$ cat config.mk
export PLATFORM = sky130hd
export DESIGN_NAME = vdma_frame_scheduler
export DESIGN_NICKNAME = d
export VERILOG_FILES = /design/src/rtl/vdma_frame_scheduler.sv
export SDC_FILE = /design/constraint.sdc
export NUM_CORES = 1
export LEC_CHECK = 0
export CORE_AREA = 2 2 130 132
export DETAILED_ROUTE_END_ITERATION = 7
export DIE_AREA = 0 0 132 134
export PLACE_DENSITY = 0.69
export SLEW_MARGIN = 20
export SYNTH_ARGS = -nofsm -noshare
export SYNTH_HDL_FRONTEND = slang
export SYNTH_SLANG_ARGS = --single-unit
$ cat constraint.sdc
create_clock -name aclk -period 3.9 [get_ports aclk]
set_input_delay 0.975 -clock aclk [delete_from_list [all_inputs] [get_ports aclk]]
set_output_delay 0.975 -clock aclk [all_outputs]
set_load 0.01 [all_outputs]
$ cat src/rtl/vdma_frame_scheduler.sv
// Triple-buffered frame scheduler driving a read-DMA core: picks the newest written buffer and hands its address to the core.
// Optional skip_count output is enabled by defining VDMA_FRAME_SCHEDULER_SKIP_CNT_EN.
module vdma_frame_scheduler #(
  parameter int AXI4_ADDR_WIDTH = 32,
  parameter int INDEX_WIDTH     = 8,
  parameter int CNT_WIDTH       = 16
) (
  input  logic                       aclk,
  input  logic                       areset,
  input  logic                       sched_enable,
  input  logic [AXI4_ADDR_WIDTH-1:0] param_base_addr,
  input  logic [AXI4_ADDR_WIDTH-1:0] param_frame_size,
  input  logic                       wr_done,
  input  logic [1:0]                 wr_buf,
  output logic [1:0]                 wr_next_buf,
  output logic [1:0]                 rd_buf,
  output logic                       core_ctl_enable,
  output logic                       core_ctl_update,
  output logic [AXI4_ADDR_WIDTH-1:0] core_param_addr,
  input  logic                       core_ctl_busy,
  input  logic [INDEX_WIDTH-1:0]     core_ctl_index,
  output logic                       sched_busy,
`ifdef VDMA_FRAME_SCHEDULER_SKIP_CNT_EN
  output logic [CNT_WIDTH-1:0]       skip_count,
`endif
  output logic [CNT_WIDTH-1:0]       frame_count
);

  // state    | meaning
  // IDLE     | scheduling stopped, core idle
  // START    | address presented, enable+update pulsed to core
  // WAIT_ACK | holding request until core index moves
  // RUN      | core scanning out rd_buf
  localparam logic [1:0] IDLE     = 2'd0;
  localparam logic [1:0] START    = 2'd1;
  localparam logic [1:0] WAIT_ACK = 2'd2;
  localparam logic [1:0] RUN      = 2'd3;

  localparam logic [CNT_WIDTH-1:0] CNT_ONE = 1;

  logic [1:0]                 state_q;
  logic [1:0]                 state_d;
  logic [1:0]                 latest_q;
  logic [1:0]                 rd_buf_q;
  logic [1:0]                 sel_buf_q;
  logic [INDEX_WIDTH-1:0]     ack_idx_q;
  logic [AXI4_ADDR_WIDTH-1:0] addr_q;
  logic [CNT_WIDTH-1:0]       frame_count_q;

  logic                       wr_valid;
  logic [1:0]                 sel_next;
  logic                       start_entry;
  logic                       accept;
  logic [AXI4_ADDR_WIDTH-1:0] addr_next;

  // Buffer 3 does not exist; such completions are dropped.
  assign wr_valid = wr_done && (wr_buf != 2'd3);
  assign sel_next = wr_valid ? wr_buf : latest_q;

  assign start_entry = sched_enable &&
                       ((state_q == IDLE) || ((state_q == RUN) && !core_ctl_busy));
  // Pure inequality so index wrap-around is accepted.
  assign accept = (state_q == WAIT_ACK) && (core_ctl_index != ack_idx_q);

  // sel*size built from shifts; result wraps at the address width.
  always_comb begin
    addr_next = param_base_addr;
    if (sel_next[0]) addr_next = addr_next + param_frame_size;
    if (sel_next[1]) addr_next = addr_next + (param_frame_size << 1);
  end

  always_comb begin
    state_d = state_q;
    case (state_q)
      IDLE:     if (sched_enable) state_d = START;
      START:    state_d = WAIT_ACK;
      WAIT_ACK: if (accept) state_d = RUN;
      RUN:      if (!core_ctl_busy) state_d = sched_enable ? START : IDLE;
      default:  state_d = IDLE;
    endcase
  end

  always_ff @(posedge aclk or posedge areset) begin
    if (areset) begin
      state_q       <= IDLE;
      latest_q      <= 2'd0;
      rd_buf_q      <= 2'd0;
      sel_buf_q     <= 2'd0;
      ack_idx_q     <= '0;
      addr_q        <= '0;
      frame_count_q <= '0;
    end else begin
      state_q <= state_d;
      if (wr_valid) latest_q <= wr_buf;
      if (start_entry) begin
        sel_buf_q <= sel_next;
        ack_idx_q <= core_ctl_index;
        addr_q    <= addr_next;
      end
      if (accept) begin
        rd_buf_q      <= sel_buf_q;
        frame_count_q <= frame_count_q + CNT_ONE;
      end
    end
  end

`ifdef VDMA_FRAME_SCHEDULER_SKIP_CNT_EN
  logic                 shown_q;
  logic [CNT_WIDTH-1:0] skip_q;

  // The first frame after reset has no predecessor, so it never counts as a repeat.
  always_ff @(posedge aclk or posedge areset) begin
    if (areset) begin
      shown_q <= 1'b0;
      skip_q  <= '0;
    end else if (accept) begin
      shown_q <= 1'b1;
      if (shown_q && (sel_buf_q == rd_buf_q) && (skip_q != {CNT_WIDTH{1'b1}}))
        skip_q <= skip_q + CNT_ONE;
    end
  end

  assign skip_count = skip_q;
`endif

  // Writer target: the one buffer neither being shown nor holding the newest frame.
  always_comb begin
    wr_next_buf = 2'd1;
    if (latest_q == rd_buf_q) begin
      case (rd_buf_q)
        2'd0:    wr_next_buf = 2'd1;
        2'd1:    wr_next_buf = 2'd2;
        default: wr_next_buf = 2'd0;
      endcase
    end else begin
      wr_next_buf = 2'd3 - latest_q - rd_buf_q;
    end
  end

  assign rd_buf          = rd_buf_q;
  assign core_ctl_enable = (state_q == START) || (state_q == WAIT_ACK);
  assign core_ctl_update = (state_q == START) || (state_q == WAIT_ACK);
  assign core_param_addr = addr_q;
  assign sched_busy      = (state_q != IDLE);
  assign frame_count     = frame_count_q;

endmodule

==> out/metrics.yaml, run 1 <==
power:
  power-per-cell-area_nw_per_um2: 468
  power_mw: 5.98
  p_leak_nw: 5.93
  ir_worst_vdd_v: 0.000326
logic_synthesis:
  syn_nets: 1029
  ys_ff_latch: 64
  async_flop_share_pct: 100
  yosys.cell_types.count: 72
  yosys_most_used_dff: "dfrtp_1"
  synth_area_per_cell_um2: 7.82
  yosys_warnings: 0
  synthCells: 876
  yosysSeqAreaShare_pct: 23.4
  synth.cell_area_um2: 6850
  synth_edf_count: 0
route:
  firstDrtPassIters: 7
  vias_per_cell: 6.32
  drtIter0Drc: 1060
  routed_wl_mm: 36.1
  drt.antenna.violating_nets: 0
  via_count: 9999
  drc: 0
  wire_per_inst_um: 22.8
die:
  rows: 47
  core_um2: 16300
  dieArea_um2: 17700
  initial_core_util_pct: 42.0
  die_h_um: 134
  ios: 134
  fp.dieW_um: 132
final_layout:
  regArea_um2: 1600
  nets: 1509
  n_antenna_cell: 0
  final_common_cell: "buf_4"
  fillerInstances: 905
  layout_common_cells: "330 x buf_4, 123 x nand2_1, 94 x clkdlybuf4s50_1"
  layout-drive-gt1-share_pct: 43.3
  area_growth_syn_to_layout_pct: 86.5
  finalInstanceArea_um2: 12800
  multi_input_area_um2: 6180
min_path:
  hold_path_class: "flop to flop"
global_routing:
  use_met3_pct: 3.17
  grt_pass1_wl_mm: 44.8
  grt_pass1_vias: 8892
  antenna_found_initial: 0
  grt_usage_pct: 31.5
  grt.busiest_layer: "met2"
  met1_usage_pct: 39.6
  use_met2_pct: 54.1
  overflow: 0
  grt_max_degree: 37
clocking:
  clock_path_buffers: 2
  clock_latency_ns: 0.34
  cts_tree: "done"
  cts_hold_buf: 0
  clk_pin_slew_ns: 0.06
  root_buffer: "clkbuf_16"
  h-tree-depth: 3
  numCtsBuffers: 9
  clock_sinks: 64
setup_path:
  arrival_ns: 5.33
  worstPathMaxFanout: 3
  required_ns: 4.11
  criticalPathCategory: "input port to flop"
  startpoint_type: "input port"
  crit_path_end_kind: "flop"
timing:
  slew_violations: 0
  clock.fmax_mhz: 195
  period_share_pct: 131
  finalHoldViolations: 0
  fin_ws_ns: -1.22
  worst_slew_margin_rel_pct: 48.1
  period_needed_ns: 5.12
  rsz0062_at_grt: "true"
  setup_viol: 24
  tightest_slew_ns: 0.777
  skew_ns: 0.00623
placement:
  io_buffers: 133
  pre_cts_ws_ns: -1.72
  hpwl_mm: 19.1
  gp_congestion: 0.964
  placed_cell_area_um2: 10500
job:
  maxCapViolCount: 0
status:
  violations: "negative setup slack"
  run_status: "complete, but fails checks"
synthesized netlist by cell type, types with 9 or more instances:
library cell / number / share of area (%)
a211oi_1: 15 / 1.6
a21o_1: 38 / 4.2
a21oi_1: 72 / 5.3
a31oi_1: 15 / 1.4
and3_1: 9 / 0.82
clkbuf_1: 30 / 1.6
dfrtp_1: 64 / 23
ha_1: 72 / 13
inv_1: 25 / 1.4
nand2_1: 137 / 7.5
nand3_1: 22 / 1.6
nand4_1: 14 / 1.3
nor2_1: 62 / 3.4
nor3_1: 11 / 0.80
o21a_1: 17 / 1.9
o21ai_0: 60 / 4.4
o21bai_1: 12 / 1.3
o31ai_1: 9 / 0.99
xnor2_1: 32 / 4.1
xor2_1: 30 / 3.8
per-stage QoR:
stage               utilization [%]  hold slack (ns)  setup TNS, ns  instances
finish                         78.4            0.466         -20.43       1581
global route                   78.4            0.485         -23.07       1581
CTS                            74.5            0.467         -13.93       1557
detailed placement             64.6            0.459         -32.62       1466
global placement               64.6            0.459         -30.62       1466
floorplan                         -            0.446          -9.12        876
flip-flops by register name, summed over array words and instances, names as in the netlist:
name             cells
ack_idx_q            8
core_param_addr     32
frame_count         16
latest_q             2
rd_buf               2
sel_buf_q            2
state_q              2
path summary, 6_finish.rpt:
path | from | to | slack, ns | cells past startpoint
min in group asynchronous | areset | frame_count[10]$_DFFE_PP0P_ | 1.11 | 2
max in group asynchronous | areset | core_param_addr[17]$_DFFE_PP0P_ | 2.07 | 3
hold / removal | frame_count[15]$_DFFE_PP0P_ | frame_count[15]$_DFFE_PP0P_ | 0.47 | 1
setup reg to reg | latest_q[0]$_DFF_PP0_ | core_param_addr[28]$_DFFE_PP0P_ | 0.02 | 16
hold reg to reg | frame_count[15]$_DFFE_PP0P_ | frame_count[15]$_DFFE_PP0P_ | 0.47 | 1
setup / recovery | param_frame_size[0] | core_param_addr[29]$_DFFE_PP0P_ | -1.22 | 25
worst max-delay path: stages:
cell and delay (ns):
buf_8 0.10, ha_4 0.16, fa_2 0.39, a21oi_4 0.20, o21ai_4 0.08, a21oi_4 0.20, o32ai_4 0.12, buf_6 0.15
a211oi_4 0.27, o21ai_2 0.09, xor2_1 0.15, nand2_1 0.12, nand2_2 0.09, ha_4 0.26, a211oi_4 0.29, o21ai_2 0.09
a211oi_2 0.31, buf_4 0.16, o31a_1 0.12, o21a_1 0.18, buf_4 0.13, nor2_2 0.03, or4_4 0.41, a21oi_2 0.16
a21oi_1 0.08
layout make-up:
type,instances,share of cell area (%)
flip-flops and latches,64,12.5
multi-input cells,749,48.3
clock buffers,13,1.96
clock inverters,3,0.509
repair buffers,507,33.8
inverters,25,0.735
well taps,220,2.15
cells by family after synthesis:
family / count (synthesis) / share of synthesized area (%)
muxes: 11 / 1.70
adders and majority gates: 74 / 13.7
xor gates and xnor gates: 62 / 7.93
DFF: 64 / 23.4
AOI/OAI and AO/OA: 301 / 29.6
and+or+nand+nor: 301 / 20.2
buffers and inverters: 63 / 3.53
per-layer routing:
metal  share of wire, %  vias to the layer above  wire length, um
met5                  0                        -                0
met4                9.4                        0             3400
met3                 11                      346             3800
met2                 45                      911            16200
met1                 35                     4574            12800
li1                   -                     4168                -
power by group:
part           total (mW)  switching, mW  internal [mW]
Combinational        3.99           1.99           1.99
Sequential           1.13          0.203          0.924
Clock               0.870          0.293          0.576
Total                5.98           2.49           3.49
timing repair:
item,4_1_cts,5_1_grt
buffers inserted,80,29
resized for setup,250,121
pin swaps,141,108
setup endpoints to repair,25,25
Power figures use the tool's default switching activity.
==> run 2, diff against run 1 <==
Settings changed: PLACE_DENSITY 0.69 to 0.7, SLEW_MARGIN 20 to 10.
==> run 2 against run 1 <==
Compared with the run above:
- the flow still finishes with violations (negative setup slack)
- largest power group unchanged
- flip-flop and latch count is the same
- register-to-register slack gained 0.15 ns
- critical endpoint is now core_param_addr[25]$_DFFE_PP0P_
- worst hold slack gained 0.0065 ns
- critical path type unchanged
- largest cell class unchanged
- global-route usage shrank 2.4 points
==> out/metrics.yaml, run 2 (synthesis gave the netlist of run 1 again) <==
power:
  netSwitchingPower_mw: 2.19  # -12%
  ir_worst_vdd_v: 0.000355  # +8.7%
  p_leak_nw: 5.55  # -6.5%
  switching_share_pct: 40.0  # -1.6 points
  clockPowerShare_pct: 15.9  # +1.4 points
  power_frac_comb_pct: 63.8  # -2.8 points
  internal-power_mw: 3.29  # -5.8%
  power_mw: 5.48  # -8.4%
  power-per-cell-area_nw_per_um2: 456  # -2.6%
  seqPwrFrac_pct: 20.3  # +1.5 points
setup_path:
  arrival_ns: 5.07  # -0.26 ns
  criticalPathCategory: "input port to flop"
  worstPathMaxFanout: 5  # +2
  required_ns: 4.12  # about the same
  startpoint_type: "input port"
  crit_path_end_kind: "flop"
status:
  run_status: "complete, but fails checks"
  violations: "negative setup slack"
timing:
  period_share_pct: 124  # -7.1 points
  finalHoldViolations: 0  # unchanged
  tightest_slew_ns: 0.916  # +0.139 ns
  period_needed_ns: 4.84  # -0.276 ns
  worst_slew_margin_rel_pct: 38.8  # -9.3 points
  fin_ws_ns: -0.945  # +0.276 ns
  skew_ns: 0.0119  # +0.00566 ns
  clock.fmax_mhz: 206  # +5.7%
  setup_viol: 22  # -8.3%
  slew_violations: 0  # unchanged
  rsz0062_at_grt: "true"
clocking:
  clock_path_buffers: 2  # unchanged
  root_buffer: "clkbuf_16"
  cts_tree: "done"
  clk_pin_slew_ns: 0.06  # about the same
  clock_latency_ns: 0.34  # about the same
  h-tree-depth: 3  # unchanged
  clock_sinks: 64  # unchanged
  numCtsBuffers: 9  # unchanged
placement:
  pre_cts_ws_ns: -1.74  # -0.0218 ns
  hpwl_mm: 18.9  # -1.3%
  io_buffers: 133  # unchanged
  gp_congestion: 1.01  # +4.6%
  dp.cells: 1455  # -0.75%
die:
  rows: 47  # unchanged
  fp.dieW_um: 132  # unchanged
  die_h_um: 134  # unchanged
  dieArea_um2: 17700  # unchanged
  ios: 134  # unchanged
  core_um2: 16300  # unchanged
  initial_core_util_pct: 42.0  # unchanged
route:
  drtIter0Drc: 721  # -32%
  wire_per_inst_um: 18.2  # -20%
  vias_per_cell: 5.75  # -9.1%
  via_count: 8746  # -13%
  drc: 0  # unchanged
  drt.antenna.violating_nets: 0  # unchanged
  firstDrtPassIters: 8  # +1
  routed_wl_mm: 27.7  # -23%
final_layout:
  layout_common_cells: "294 x buf_4, 127 x nand2_1, 95 x clkdlybuf4s50_1"
  area_growth_syn_to_layout_pct: 75.4
  nets: 1450  # -3.9%
  final_cells: 1522  # -3.7%
  largest_reg_flops: 32  # unchanged
  multi_input_area_um2: 5970  # -3.3%
  layout-drive-gt1-share_pct: 38.6  # -4.6 points
  fillerInstances: 1103  # +22%
  final_common_cell: "buf_4"
  n_antenna_cell: 0  # unchanged
  regArea_um2: 1600  # unchanged
global_routing:
  grt_pass1_vias: 8505  # -4.4%
  antenna_found_initial: 0  # unchanged
  overflow: 0  # unchanged
  grt_usage_pct: 29.1  # -2.4 points
  grt_pass1_wl_mm: 42.0  # -6.4%
  grt_max_degree: 46  # +24%
min_path:
  hold_path_class: "flop to flop"
job:
  maxCapViolCount: 0  # unchanged
[run 2: changes by cell type in the layout (fill, tap and decap cells not counted), sizes merged]
cell / before / now
buf: 385 / 329
clkbuf: 19 / 13
dlygate4sd2: 13 / 17
clkdlybuf4s15: 6 / 3
clkinvlp: 0 / 3
dlymetal6s2s: 3 / 0
clkdlybuf4s50: 94 / 95
clkinv: 1 / 2
[run 2: cell type report]
class / instances / share of cell area (%)
Clock buffer: 9 / 1.87
Clock inverter: 7 / 0.802
Inverter: 25 / 0.781
Multi-Input combinational cell: 749 / 49.7
Sequential cell: 64 / 13.3
Tap cell: 220 / 2.29
Timing Repair Buffer: 448 / 31.2
[run 2: layer usage]
| layer | global-route usage (%) | part of all wire (%) |
|---|---|---|
| met1 | 37.7 | 41 |
| met2 | 49.4 | 48 |
| met3 | 4.42 | 7.6 |
| met4 | 10.0 | 3.9 |
| met5 | 0 | 0 |
[run 2: path summary, 6_finish.rpt]
check | startpoint | to | slack (ns) | depth (start not counted)
max | param_base_addr[0] | core_param_addr[25]$_DFFE_PP0P_ | -0.94 | 22
min | sel_buf_q[0]$_DFFE_PP0P_ | sel_buf_q[0]$_DFFE_PP0P_ | 0.47 | 2
max reg2reg | latest_q[0]$_DFF_PP0_ | core_param_addr[25]$_DFFE_PP0P_ | 0.17 | 14
min reg2reg | sel_buf_q[0]$_DFFE_PP0P_ | sel_buf_q[0]$_DFFE_PP0P_ | 0.47 | 2
max in group asynchronous | areset | core_param_addr[26]$_DFFE_PP0P_ | 2.01 | 3
min in group asynchronous | areset | frame_count[9]$_DFFE_PP0P_ | 1.17 | 2
[run 2: power by group through the flow]
stage / Sequential, mW / Combinational [mW] / Clock [mW]
after floorplan: 1.17 / 1.48 / 0
after detailed placement: 1.11 / 2.96 / 0
final: 1.11 / 3.50 / 0.871
after CTS: 1.11 / 3.24 / 0.872
after global routing: 1.14 / 3.75 / 0.904
after global placement: 1.10 / 2.90 / 0
[run 2: per-stage QoR]
stage	TNS (ns)	utilization (%)	area, um^2	hold WS, ns
after global routing	-16.21	73.8	12000	0.502
after global placement	-30.76	64.1	10400	0.457
final	-12.98	73.8	12000	0.473
after floorplan	-9.12	-	6980	0.446
after CTS	-9.60	71.8	11700	0.481
after detailed placement	-33.07	64.1	10400	0.467
[run 2: worst max-delay path, stage by stage]
cell,delay (ns)
buf_8,0.10
ha_4,0.16
fa_2,0.37
a21oi_4,0.20
o21ai_4,0.10
a21oi_4,0.20
o32ai_4,0.14
a211oi_2,0.28
o21ai_2,0.08
xor2_1,0.14
nand2_1,0.11
nand2_2,0.08
ha_4,0.24
a211oi_4,0.25
o21ai_2,0.08
a211oi_2,0.24
nor2_1,0.10
o31a_1,0.27
o21a_1,0.18
or3_1,0.32
a32oi_1,0.20
a21bo_1,0.22
[run 2: repair_timing]
| item | 4_1_cts | 5_1_grt |
|---|---|---|
| endpoints found under the setup margin | 25 | 23 |
| resized for setup | 227 | 72 |
| setup buffers | 42 | 15 |
| hold buffers | 0 | 0 |
| pin swaps | 110 | 56 |
